==> config.mk <==
export PLATFORM = sky130hd
export DESIGN_NAME = mr_wb_arb_flat
export DESIGN_NICKNAME = d
export VERILOG_FILES = /design/src/rtl/mr_wb_arb_if.sv /design/src/rtl/mr_wb_arb.sv /design/src/flat_wrapper.sv
export SDC_FILE = /design/constraint.sdc
export NUM_CORES = 1
export LEC_CHECK = 0
export ABC_AREA = 1
export CORE_MARGIN = 4
export CORE_UTILIZATION = 49
export DETAILED_ROUTE_END_ITERATION = 16
export HOLD_SLACK_MARGIN = 0.05
export PLACE_DENSITY_LB_ADDON = 0.3
export SLEW_MARGIN = 15
export SYNTH_ARGS = -nofsm -noshare
export SYNTH_HDL_FRONTEND = slang
export SYNTH_HIERARCHICAL = 1
export SYNTH_SLANG_ARGS = --single-unit
export TNS_END_PERCENT = 20
==> constraint.sdc <==
create_clock -name clk -period 1.6 [get_ports clk]
set_input_delay 0.16 -clock clk [delete_from_list [all_inputs] [get_ports clk]]
set_output_delay 0.16 -clock clk [all_outputs]
set_load 0.005 [all_outputs]
==> src/rtl/mr_wb_arb_if.sv <==
// Writeback arbiter bus: two producer request channels, the register-file
// write stream and retire status.
interface mr_wb_arb_if #(
  parameter int XLEN  = 32,
  parameter int CNT_W = 64
);
  logic             a_valid;
  logic             a_ready;
  logic [4:0]       a_reg;
  logic [XLEN-1:0]  a_val;
  logic             b_valid;
  logic             b_ready;
  logic [4:0]       b_reg;
  logic [XLEN-1:0]  b_val;
  logic             wr_valid;
  logic [4:0]       wr_reg;
  logic [XLEN-1:0]  wr_val;
  logic             wr_src;
  logic [2:0]       insts_ret;
  logic [CNT_W-1:0] ret_cnt;
  logic             idle;

  modport master (
    output a_valid, a_reg, a_val, b_valid, b_reg, b_val,
    input  a_ready, b_ready, wr_valid, wr_reg, wr_val, wr_src,
           insts_ret, ret_cnt, idle
  );

  modport slave (
    input  a_valid, a_reg, a_val, b_valid, b_reg, b_val,
    output a_ready, b_ready, wr_valid, wr_reg, wr_val, wr_src,
           insts_ret, ret_cnt, idle
  );
endinterface

==> src/rtl/mr_wb_arb.sv <==
// Writeback arbiter: per-source FIFOs (index 0 = pipe A, 1 = CSR B) merged
// onto the single register-file write port, plus the retired-instruction count.
module mr_wb_arb #(
  parameter int DEPTH  = 2,
  parameter int XLEN   = 32,
  parameter int CNT_W  = 64,
  parameter int PRIO_B = 0
) (
  input logic        clk,
  input logic        rst,
  mr_wb_arb_if.slave bus
);
  localparam int AW = $clog2(DEPTH);
  localparam int PW = AW + 1;
  localparam logic [PW-1:0]    PTR_ONE = {{AW{1'b0}}, 1'b1};
  localparam logic [CNT_W-1:0] CNT_ONE = {{(CNT_W-1){1'b0}}, 1'b1};

  logic [PW-1:0]    r_wptr    [2];
  logic [PW-1:0]    r_rptr    [2];
  logic [4:0]       r_reg_mem [2][DEPTH];
  logic [XLEN-1:0]  r_val_mem [2][DEPTH];
  logic             r_last;
  logic             r_live;
  logic [CNT_W-1:0] r_ret_cnt;

  logic [1:0]       w_in_vld;
  logic [1:0]       w_empty;
  logic [1:0]       w_full;
  logic [1:0]       w_ready;
  logic [1:0]       w_push;
  logic [1:0]       w_pop;
  logic [4:0]       w_in_reg   [2];
  logic [XLEN-1:0]  w_in_val   [2];
  logic [4:0]       w_head_reg [2];
  logic [XLEN-1:0]  w_head_val [2];
  logic             w_gnt_vld;
  logic             w_gnt_src;

  assign w_in_vld    = {bus.b_valid, bus.a_valid};
  assign w_in_reg[0] = bus.a_reg;
  assign w_in_reg[1] = bus.b_reg;
  assign w_in_val[0] = bus.a_val;
  assign w_in_val[1] = bus.b_val;

  // r_live holds ready low until the first edge after reset release.
  for (genvar s = 0; s < 2; s++) begin : g_src
    assign w_empty[s]    = (r_wptr[s] == r_rptr[s]);
    assign w_full[s]     = (r_wptr[s][AW] != r_rptr[s][AW]) &&
                           (r_wptr[s][AW-1:0] == r_rptr[s][AW-1:0]);
    assign w_ready[s]    = r_live & ~w_full[s];
    assign w_push[s]     = w_in_vld[s] & w_ready[s];
    assign w_pop[s]      = w_gnt_vld & (w_gnt_src == 1'(s));
    assign w_head_reg[s] = r_reg_mem[s][r_rptr[s][AW-1:0]];
    assign w_head_val[s] = r_val_mem[s][r_rptr[s][AW-1:0]];
  end

  // Grant selection from the FIFO heads
  always_comb begin
    w_gnt_vld = 1'b0;
    w_gnt_src = 1'b0;
    case ({~w_empty[1], ~w_empty[0]})
      2'b01: begin
        w_gnt_vld = 1'b1;
        w_gnt_src = 1'b0;
      end
      2'b10: begin
        w_gnt_vld = 1'b1;
        w_gnt_src = 1'b1;
      end
      2'b11: begin
        w_gnt_vld = 1'b1;
        if (PRIO_B != 0) begin
          w_gnt_src = 1'b1;
        end else begin
          w_gnt_src = ~r_last;
        end
      end
      default: begin
        w_gnt_vld = 1'b0;
        w_gnt_src = 1'b0;
      end
    endcase
  end

  // FIFO storage and pointers
  always_ff @(posedge clk or negedge rst) begin
    if (!rst) begin
      for (int s = 0; s < 2; s++) begin
        r_wptr[s] <= {PW{1'b0}};
        r_rptr[s] <= {PW{1'b0}};
        for (int e = 0; e < DEPTH; e++) begin
          r_reg_mem[s][e] <= 5'd0;
          r_val_mem[s][e] <= {XLEN{1'b0}};
        end
      end
    end else begin
      for (int s = 0; s < 2; s++) begin
        if (w_push[s]) begin
          r_reg_mem[s][r_wptr[s][AW-1:0]] <= w_in_reg[s];
          r_val_mem[s][r_wptr[s][AW-1:0]] <= w_in_val[s];
          r_wptr[s]                       <= r_wptr[s] + PTR_ONE;
        end
        if (w_pop[s]) begin
          r_rptr[s] <= r_rptr[s] + PTR_ONE;
        end
      end
    end
  end

  // Round-robin history, reset-release gate and retire counter
  always_ff @(posedge clk or negedge rst) begin
    if (!rst) begin
      r_last    <= 1'b1;
      r_live    <= 1'b0;
      r_ret_cnt <= {CNT_W{1'b0}};
    end else begin
      r_live <= 1'b1;
      if (w_gnt_vld) begin
        r_last    <= w_gnt_src;
        r_ret_cnt <= r_ret_cnt + CNT_ONE;
      end
    end
  end

  assign bus.a_ready   = w_ready[0];
  assign bus.b_ready   = w_ready[1];
  assign bus.wr_valid  = w_gnt_vld;
  assign bus.wr_src    = w_gnt_src;
  assign bus.wr_reg    = w_gnt_vld ? w_head_reg[w_gnt_src] : 5'd0;
  assign bus.wr_val    = w_gnt_vld ? w_head_val[w_gnt_src] : {XLEN{1'b0}};
  assign bus.insts_ret = {2'b00, w_gnt_vld};
  assign bus.ret_cnt   = r_ret_cnt;
  assign bus.idle      = w_empty[0] & w_empty[1];

  mr_wb_arb_chk #(.XLEN(XLEN)) u_chk (
    .clk     (clk),
    .rst     (rst),
    .a_valid (bus.a_valid),
    .a_ready (w_ready[0]),
    .a_reg   (bus.a_reg),
    .a_val   (bus.a_val),
    .b_valid (bus.b_valid),
    .b_ready (w_ready[1]),
    .b_reg   (bus.b_reg),
    .b_val   (bus.b_val)
  );
endmodule

// Producer-side protocol checks: a pending request must stay put until taken.
module mr_wb_arb_chk #(
  parameter int XLEN = 32
) (
  input logic            clk,
  input logic            rst,
  input logic            a_valid,
  input logic            a_ready,
  input logic [4:0]      a_reg,
  input logic [XLEN-1:0] a_val,
  input logic            b_valid,
  input logic            b_ready,
  input logic [4:0]      b_reg,
  input logic [XLEN-1:0] b_val
);
  a_hold_stable: assert property (@(posedge clk) disable iff (!rst)
    (a_valid && !a_ready) |=> (a_valid && $stable(a_reg) && $stable(a_val)))
    else $error("mr_wb_arb: producer A changed its request before acceptance");

  b_hold_stable: assert property (@(posedge clk) disable iff (!rst)
    (b_valid && !b_ready) |=> (b_valid && $stable(b_reg) && $stable(b_val)))
    else $error("mr_wb_arb: producer B changed its request before acceptance");
endmodule

==> src/flat_wrapper.sv <==
// flat-port wrapper written by rule: the top's interface ports become plain ports
module mr_wb_arb_flat 
#(
  parameter int DEPTH  = 2,
  parameter int XLEN   = 32,
  parameter int CNT_W  = 64,
  parameter int PRIO_B = 0
)
  (clk, rst, bus_a_valid, bus_a_reg, bus_a_val, bus_b_valid, bus_b_reg, bus_b_val, bus_a_ready, bus_b_ready, bus_wr_valid, bus_wr_reg, bus_wr_val, bus_wr_src, bus_insts_ret, bus_ret_cnt, bus_idle);
  mr_wb_arb_if #(.XLEN(XLEN), .CNT_W(CNT_W)) bus_i ();
  input logic clk;
  input logic rst;
  input wire logic [$bits(bus_i.a_valid)-1:0] bus_a_valid;
  input wire logic [$bits(bus_i.a_reg)-1:0] bus_a_reg;
  input wire logic [$bits(bus_i.a_val)-1:0] bus_a_val;
  input wire logic [$bits(bus_i.b_valid)-1:0] bus_b_valid;
  input wire logic [$bits(bus_i.b_reg)-1:0] bus_b_reg;
  input wire logic [$bits(bus_i.b_val)-1:0] bus_b_val;
  output wire logic [$bits(bus_i.a_ready)-1:0] bus_a_ready;
  output wire logic [$bits(bus_i.b_ready)-1:0] bus_b_ready;
  output wire logic [$bits(bus_i.wr_valid)-1:0] bus_wr_valid;
  output wire logic [$bits(bus_i.wr_reg)-1:0] bus_wr_reg;
  output wire logic [$bits(bus_i.wr_val)-1:0] bus_wr_val;
  output wire logic [$bits(bus_i.wr_src)-1:0] bus_wr_src;
  output wire logic [$bits(bus_i.insts_ret)-1:0] bus_insts_ret;
  output wire logic [$bits(bus_i.ret_cnt)-1:0] bus_ret_cnt;
  output wire logic [$bits(bus_i.idle)-1:0] bus_idle;
  assign bus_i.a_valid = bus_a_valid;
  assign bus_i.a_reg = bus_a_reg;
  assign bus_i.a_val = bus_a_val;
  assign bus_i.b_valid = bus_b_valid;
  assign bus_i.b_reg = bus_b_reg;
  assign bus_i.b_val = bus_b_val;
  assign bus_a_ready = bus_i.a_ready;
  assign bus_b_ready = bus_i.b_ready;
  assign bus_wr_valid = bus_i.wr_valid;
  assign bus_wr_reg = bus_i.wr_reg;
  assign bus_wr_val = bus_i.wr_val;
  assign bus_wr_src = bus_i.wr_src;
  assign bus_insts_ret = bus_i.insts_ret;
  assign bus_ret_cnt = bus_i.ret_cnt;
  assign bus_idle = bus_i.idle;
  mr_wb_arb #(.DEPTH(DEPTH), .XLEN(XLEN), .CNT_W(CNT_W), .PRIO_B(PRIO_B)) u_core (.clk(clk), .rst(rst), .bus(bus_i));
endmodule
* Word-level counts from Yosys, hierarchy flattened
Cells that the tools add are included.
** Storage, ports and cells
- Word-level logic and storage cells :: 93
- Register bits :: 222
- Bits of input ports :: 78
- Output and inout bits :: 109
** Cells by class
- $add $sub $neg :: 5
- Muxes and demuxes :: 34
- Magnitude comparators :: 7
- Bitwise gates (word level) :: 18
- Reduce and logical (&&, ||, !) cells :: 5
- Equality and inequality tests :: 9
** Operator list (count)
- 32-bit two-way mux :: 12
- 64-bit bitwise mux :: 2
- 64-bit by 1-bit adder with 64-bit output, second input constant :: 1
- 32-bit demux with 1-bit select :: 2
- 5-bit two-way mux :: 12
- 10-bit bitwise mux :: 2
- 5-bit demux with 1-bit select :: 2
- 2-bit >= comparator, second input constant :: 5
- 1-bit NOT with 2-bit output :: 5
- 2-bit by 1-bit adder with 2-bit output, second input constant :: 4
- 1-bit AND :: 7
- 1-bit NOT :: 6
- 2-bit equality test :: 2
- 2-bit equality test, second input constant :: 2
- 1-bit logical AND :: 4
- 2-bit by 1-bit < comparator with 1-bit output, second input constant :: 2
- 3-bit OR reduction :: 1
- 1-bit equality test :: 2
- 2-bit by 1-bit equality test with 1-bit output, second input constant :: 1
- 1-bit != test :: 2
- 1-bit case mux with 2 select lines :: 1
- 1-bit two-way mux :: 1

* Longest topological paths before layout
Gate-level depths: netlist of run 1.
- Depth in word-level cells :: 9
- Gate-level depth with buffers :: 12
- Gate-level depth less buffers :: 11

* Worst setup path before layout of run 1
Ideal clock, no wire load.
- Kind :: register -> register
- From :: register u_core.r_ret_cnt[0], in the netlist u_core/bus.ret_cnt[0]
- To :: register u_core.r_ret_cnt[34], in the netlist u_core/bus.ret_cnt[34]
- Cell stages (with the launch flop) :: 10
- Arrival time :: 1468 ps
- Slack :: 8 ps
- Library setup time :: 124 ps
- Buffers on the path :: 0
- Period minus slack after synthesis :: 1592 ps
- Required time :: 1476 ps
- Cell sequence :: dfrtp_1 ha_1 nand2_1 nor2_1 nand3_1 inv_1 nand2_1 nor2_1 nand2_1 xnor2_1
** Between the ends
- Cells in the longest elaborated chain, start to end :: 1
** RTL lines
- start, declared :: RTL line mr_wb_arb.sv:24 : logic [CNT_W-1:0] r_ret_cnt;
- start signal, assigned :: RTL line mr_wb_arb.sv:115 : r_ret_cnt <= {CNT_W{1'b0}};
- start signal, assigned :: RTL line mr_wb_arb.sv:120 : r_ret_cnt <= r_ret_cnt + CNT_ONE;
- 64-bit by 1-bit adder with 64-bit output :: RTL line mr_wb_arb.sv:120
No other way between the ends.
A chain may end at the register's enable or synchronous reset.

* Worst setup path in the final report of run 1
- From :: register u_core/r_rptr[3] (netlist name)
- To :: output port bus_wr_reg[1]
** Between the ends
- Cells in the longest elaborated chain, start to end :: 9
- Elaborated cells on any way between the ends :: 13
- Those cells by class :: 4 x eq/ne; 6 x mux; 2 x bitwise; 1 x reduce/logical
** RTL lines
- start, declared :: RTL line mr_wb_arb.sv:19 : logic [PW-1:0] r_rptr [2];
- start signal, assigned by index :: RTL line mr_wb_arb.sv:90 : r_rptr[s] <= {PW{1'b0}};
- start signal, assigned by index :: RTL line mr_wb_arb.sv:104 : r_rptr[s] <= r_rptr[s] + PTR_ONE;
- 2-bit equality test (*) :: RTL line mr_wb_arb.sv:47 : assign w_empty[s] = (r_wptr[s] == r_rptr[s]);
- 1-bit NOT (*) :: RTL line mr_wb_arb.sv:61 : case ({~w_empty[1], ~w_empty[0]})
- 2-bit equality test :: RTL line mr_wb_arb.sv:61
- 1-bit case mux with 2 select lines :: RTL line mr_wb_arb.sv:61
- 1-bit NOT with 2-bit output (implied by the code) :: RTL line mr_wb_arb.sv:129 : assign bus.wr_reg = w_gnt_vld ? w_head_reg[w_gnt_src] : 5'd0;
- 5-bit two-way mux (implied by the code) (3 in series) :: RTL line mr_wb_arb.sv:129
- 5-bit two-way mux (*) :: RTL line mr_wb_arb.sv:129
- end, declared :: RTL line flat_wrapper.sv:22 : output wire logic [$bits(bus_i.wr_reg)-1:0] bus_wr_reg;
Every way passes the cells marked *; elsewhere a longest branch is shown, timed or not. The select of a mux whose other input is x is not followed.

==> results of run 1 <==
==> area by class of cell <==
type	instances	share of cell area, %
antenna	1	0.0144
clock buffer	39	4.31
clock inverter	4	0.425
inverter	161	3.55
multi-input combinational	1058	31.8
sequential	222	32.2
tap	313	2.25
timing repair buffer	435	25.5
==> power by group <==
| part | total (mW) | switching (mW) | internal, mW | leakage, nW |
|---|---|---|---|---|
| logic | 19.0 | 10.2 | 8.83 | 5.90 |
| registers | 8.66 | 1.04 | 7.62 | 2.79 |
| clock network | 5.87 | 2.36 | 3.51 | 0.403 |
| total | 33.6 | 13.6 | 20.0 | 9.10 |
==> final timing paths <==
path	start	cells past startpoint	slack (ps)	to
max	u_core/r_rptr[3]$_DFFE_PN0P_	10	-690	bus_wr_reg[1]
min	rst	2	140	u_core/r_val_mem[69]$_DFFE_PN0P_
max reg2reg	u_core/r_rptr[3]$_DFFE_PN0P_	13	-580	u_core/r_reg_mem[19]$_DFFE_PN0P_
min reg2reg	u_core/r_reg_mem[1]$_DFFE_PN0P_	2	480	u_core/r_reg_mem[1]$_DFFE_PN0P_
max in group asynchronous	rst	3	730	u_core/bus.ret_cnt[54]$_DFFE_PN0P_
min in group clk	bus_a_val[25]	3	200	u_core/r_val_mem[121]$_DFFE_PN0P_
==> critical path: stages (launching register included) <==
cell	delay, ps
dfrtp_1	430
buf_4	150
nand2_1	90
nand2_2	80
nor2_2	150
nand2_2	120
nand2_8	140
buf_12	130
buf_16	120
o21ai_4	50
buf_2	130
==> registers in the layout, indices dropped and copies added, names as in the netlist <==
name,count
u_core/r_live,1
u_core/r_last,1
u_core/r_wptr,4
u_core/bus.ret_cnt,64
u_core/r_reg_mem,20
u_core/r_val_mem,128
u_core/r_rptr,4
==> layout by cell type, fill, tap and decap left out, drive strengths merged, types with 2 or more instances in the layout <==
cell             n
and2             3
clkdlybuf4s15    2
nand3           37
clkbuf          45
nand4           14
buf            291
xor2            20
o21bai           2
xnor2           23
clkdlybuf4s50   79
nand3b           6
a21oi           40
clkinv           2
o21ai          229
inv            161
nand2          507
nor3            13
conb             3
bufinv           2
dfrtp          221
nor2           159
dlygate4sd2      2
dlymetal6s2s    54
==> stage by stage <==
step	total power, mW	setup slack, ps
finish	33.6	-695
global placement	21.4	-423
global route	35.1	-726
floorplan	14.6	7.95
CTS	30.9	-612
detailed placement	21.7	-568
==> layer usage <==
metal,up-vias,wire [µm]
met5,-,12
met4,2,3070
met3,217,3850
met2,815,21400
met1,5922,15700
li1,5516,-
==> timing repair <==
| item | in CTS | in global routing |
|---|---|---|
| endpoints found under the setup margin | 308 | 323 |
| endpoints found under the hold margin | 221 | 0 |
| hold buffers | 1 | 0 |
| buffers inserted | 47 | 23 |
| pin swaps | 29 | 26 |
| gates cloned | 12 | 9 |
| gates resized for setup | 369 | 220 |
==> cells by family after synthesis <==
group | after synthesis | share of synthesized area [%]
xor gates and xnor gates | 43 | 3.29
buffers and inverters | 230 | 8.87
AOI/OAI and AO/OA | 271 | 12.9
and+or+nand+nor | 740 | 26.2
DFF | 222 | 48.5
adders and majority gates | 1 | 0.109
other | 2 | 0.0656
==> results.toml, run 1 <==
[outcome]
status = "finished, violations left"
violations = "negative setup slack"

[drt]
viasPerCell = 5.59
ant_nets = 0
drt_wl_total_mm = 44.1
dr.pass1.iters = 6
vias = 12500
post_drt_wl_per_cell_um = 19.7
drc = 0
drt_iter0_markers = 1326

[final_layout]
nets = 1982
stdcell_count = 2233
drive_gt1_share_pct = 29.2
fin_area_mm2 = 0.0174
multi_input_area_mm2 = 0.00553
fill_cells = 1504
area_delta_synth_final_pct = 51.6
fin_util_pct = 76.0
seq_area_mm2 = 0.00559

[hold_path]
hp-class = "in2async"

[grt]
grtUsageMet1_pct = 36.6
use_met2_pct = 51.3
antenna_found_initial = 2
use_met3_pct = 5.08
grt_max_degree = 61
overflow = 0
grt_use_total_pct = 29.8
gr-max-usage-layer = "met2"
grt_first_pass_wirelength_mm = 62.5
grt_pass1_vias = 12000

[synthesis]
synth_area_per_cell_um2 = 7.59
seq_area_frac_synth_pct = 48.5
synth_seq_cells = 222
synth_cells = 1509
ys.flop_type = "dfrtp_1"
ys_top_cells_by_count = "nand2_1 (475), dfrtp_1 (221), o21ai_0 (177)"
synth_most_common_cell = "nand2_1"
synthTopCellsByArea = "dfrtp_1 (48%), nand2_1 (16%), o21ai_0 (7.7%)"
synthArstFlopShare_pct = 100
synth_top_area_share_pct = 48.3
synth_edf_count = 0
synth_top_cell_by_area = "dfrtp_1"
ys_warn_count = 6
ys_types = 31
netlist_area_mm2 = 0.0115

[timing]
tns_ps = -102230
period_minus_slack_ps = 2290
period_share_pct = 143
setup_viol = 264
hold_ws_ps = 143
rsz0062_at_grt = "true"
hold_violations = 0
fmax_ghz = 0.436
timing.final.ws_setup_ps = -695
final_max_slew_viol_count = 0
fin_worst_skew_ps = 23.2

[placed_design]
dp_hpwl_mm = 25.0
io_buffers = 184
placed_area_mm2 = 0.0147
dp_cells = 2110
place.gp.congestion = 0.931

[floorplan]
ios = 187
core_area_mm2 = 0.0228
start_util_pct = 50.1
die_area_mm2 = 0.0259
fp.dieH_um = 161
rows = 55
fp.dieW_um = 161

[critical_path]
worst_ep_required_time_ps = 1440
start_kind = "register"
path_class = "reg2out"
crit_path_end_kind = "primary output"
cp_max_fo = 5
arrival_ps = 2130

[clock_network]
cts_tree = "built"
numCtsBuffers = 25
htreeDepth = 1
clk_pin_slew_ps = 70
cts_root_buf = "clkbuf_16"
clkLatencyLatePin_ps = 530
cts_sinks = 222
clk_path_buf_depth = 3

[flow_run]
maxCapViolCount = 0

[power_and_ir_drop]
cellLeakagePower_nw = 9.10
p_per_area_mw_per_mm2 = 1930
ir_drop_v = 0.00183
No activity file was read; power rests on OpenSTA's default activity.
==> inputs of run 2 (changes only) <==
ABC_AREA = 0   (was 1)
CORE_UTILIZATION = 48   (was 49)
==> results.toml, run 2 <==
[outcome]
status = "finished, violations left"
violations = "negative setup slack"

[synthesis]
synth_cells = 825
ys_types = 46
ys_warn_count = 6
synth_seq_cells = 222
netlist_area_mm2 = 0.0104
synth_edf_count = 0
ys_top_cells_by_count = "dfrtp_1 (221), mux2_2 (147), nand3_1 (60)"
synth_top_cell_by_area = "dfrtp_1"
synthArstFlopShare_pct = 100
synth_top_area_share_pct = 53.0
synth_most_common_cell = "dfrtp_1"
ys.flop_type = "dfrtp_1"
seq_area_frac_synth_pct = 53.3
synth_area_per_cell_um2 = 12.6
synthTopCellsByArea = "dfrtp_1 (53%), mux2_2 (16%), mux2i_1 (3.6%)"

[clock_network]
cts_root_buf = "clkbuf_16"
numCtsBuffers = 25
clkLatencyLatePin_ps = 510
cts_sinks = 222
clk_path_buf_depth = 3
clk_pin_slew_ps = 60
htreeDepth = 1
cts_tree = "built"

[power_and_ir_drop]
ir_drop_v = 0.00203
cellLeakagePower_nw = 8.38
p_per_area_mw_per_mm2 = 2010
power_mw = 32.3

[floorplan]
start_util_pct = 49.2
core_area_mm2 = 0.0212
fp.dieH_um = 155
ios = 187
die_area_mm2 = 0.0242
fp.dieW_um = 155
rows = 53

[critical_path]
cp_max_fo = 12
crit_path_end_kind = "primary output"
worst_ep_required_time_ps = 1440
start_kind = "register"
rr_endpoint = "u_core/bus.ret_cnt[56]$_DFFE_PN0P_"
r2r_cells = 9
arrival_ps = 2420
path_class = "reg2out"
regToRegSetupSlack_ps = -850
reg2reg_from = "u_core/r_wptr[1]$_DFFE_PN0P_"

[timing]
setup_viol = 263
tns_ps = -108230
fmax_ghz = 0.388
fin_worst_skew_ps = 15.2
hold_ws_ps = 116
timing.final.ws_setup_ps = -975
rsz0062_at_grt = "true"
hold_violations = 0
period_minus_slack_ps = 2580
period_share_pct = 161
final_max_slew_viol_count = 0

[final_layout]
stdcell_count = 1487
seq_area_mm2 = 0.00556
fin_util_pct = 75.9
nets = 1273
largest_reg_flops = 128
fin_area_mm2 = 0.0161
antenna_cells = 0
layout_commonest_cell = "dfrtp_1"
drive_gt1_share_pct = 49.3
fill_cells = 1317
layout_common_cells = "dfrtp_1 (217), mux2_2 (147), buf_4 (141), clkdlybuf4s50_1 (78), dlymetal6s2s_1 (63)"
multi_input_area_mm2 = 0.00532
top_register = "u_core/r_val_mem"
area_delta_synth_final_pct = 54.4

[drt]
dr.pass1.iters = 4
drt_iter0_markers = 309
viasPerCell = 5.38
drt_wl_total_mm = 30.1
vias = 7998
ant_nets = 0
drc = 0
post_drt_wl_per_cell_um = 20.3

[grt]
grt_use_total_pct = 23.9
overflow = 0
grt_max_degree = 57
grt_first_pass_wirelength_mm = 46.2
antenna_found_initial = 1
grt_pass1_vias = 8569

[placed_design]
placed_area_mm2 = 0.0141
io_buffers = 184
pre_cts_ws_ps = -509
dp_hpwl_mm = 19.4
place.gp.congestion = 0.852
dp_cells = 1392

[hold_path]
hp-class = "in2async"

[flow_run]
maxCapViolCount = 0
[run 2: changes by cell type in the layout (fill, tap and decap cells not counted), moves of 38 or more]
cell     change
inv_1      -148
mux2_2     +147
mux2_4      +38
nand2_1    -379
nand2_2     -62
nor2_1     -112
o21ai_0     -90
o21ai_1     -78
[run 2: report_power, final]
group          internal, mW  switching, mW  leakage [nW]  total, mW
sequential             7.80           1.19          2.75       8.98
clock                  4.08           2.29         0.452       6.37
combinational          9.54           7.45          5.18       17.0
[run 2: layout make-up]
| type | instances | area share, % |
|---|---|---|
| Sequential cell | 222 | 34.5 |
| Timing Repair Buffer | 383 | 24.2 |
| Clock buffer | 33 | 4.38 |
| Inverter | 7 | 0.272 |
| Multi-Input combinational cell | 555 | 33.0 |
| Clock inverter | 12 | 1.43 |
| Tap cell | 275 | 2.14 |
[run 2: worst max path at each step]
stage	from	to	slack [ps]	cells after the start
floorplan	u_core/r_wptr[1]$_DFFE_PN0P_	u_core/r_val_mem[44]$_DFFE_PN0P_	-210	7
global placement	u_core/r_wptr[1]$_DFFE_PN0P_	bus_wr_val[4]	-480	6
detailed placement	u_core/r_wptr[1]$_DFFE_PN0P_	bus_wr_val[15]	-510	6
CTS	u_core/r_rptr[0]$_DFFE_PN0P_	bus_wr_val[21]	-1020	6
global route	u_core/r_rptr[3]$_DFFE_PN0P_	bus_wr_val[9]	-1080	9
finish	u_core/r_wptr[1]$_DFFE_PN0P_	bus_wr_val[15]	-980	9
[run 2: metal layers]
layer	up-vias	global-route usage [%]	wire, µm
met5	-	0	13
met4	2	6.21	685
met3	58	4.90	1770
met2	214	41.4	15300
met1	4032	30.7	12300
li1	3692	-	-
[run 2: kinds of logic (layout without fill, tap and decap cells)]
| kind of cell | after synthesis | in the layout | share of synthesized area, % |
|---|---|---|---|
| flops | 222 | 222 | 53.3 |
| other cells | 2 | 3 | 0.0720 |
| compound gates | 41 | 42 | 2.11 |
| fa+ha+maj | 1 | 1 | 0.120 |
| xor+xnor | 75 | 75 | 6.37 |
| buf+inv | 51 | 435 | 2.59 |
| simple gates | 211 | 212 | 11.3 |
| mux | 222 | 222 | 24.2 |
[run 2: worst max-delay path, stage by stage (launching register included)]
cell and delay, ps:
dfrtp_1 420, xor2_2 220, buf_4 170, nor3_4 220, clkinv_4 120, buf_4 170
clkbuf_16 180, nand3_2 80, o21ai_2 50, dlygate4sd2_1 260
[run 2: timing repair]
| action | 4_1_cts | 5_1_grt |
|---|---|---|
| hold buffers | 1 | 0 |
| setup endpoints to repair | 322 | 326 |
| hold endpoints to repair | 221 | 0 |
| pin swaps | 18 | 17 |
| setup buffers | 20 | 26 |
| gates cloned | 6 | 2 |
| gates resized for setup | 96 | 163 |
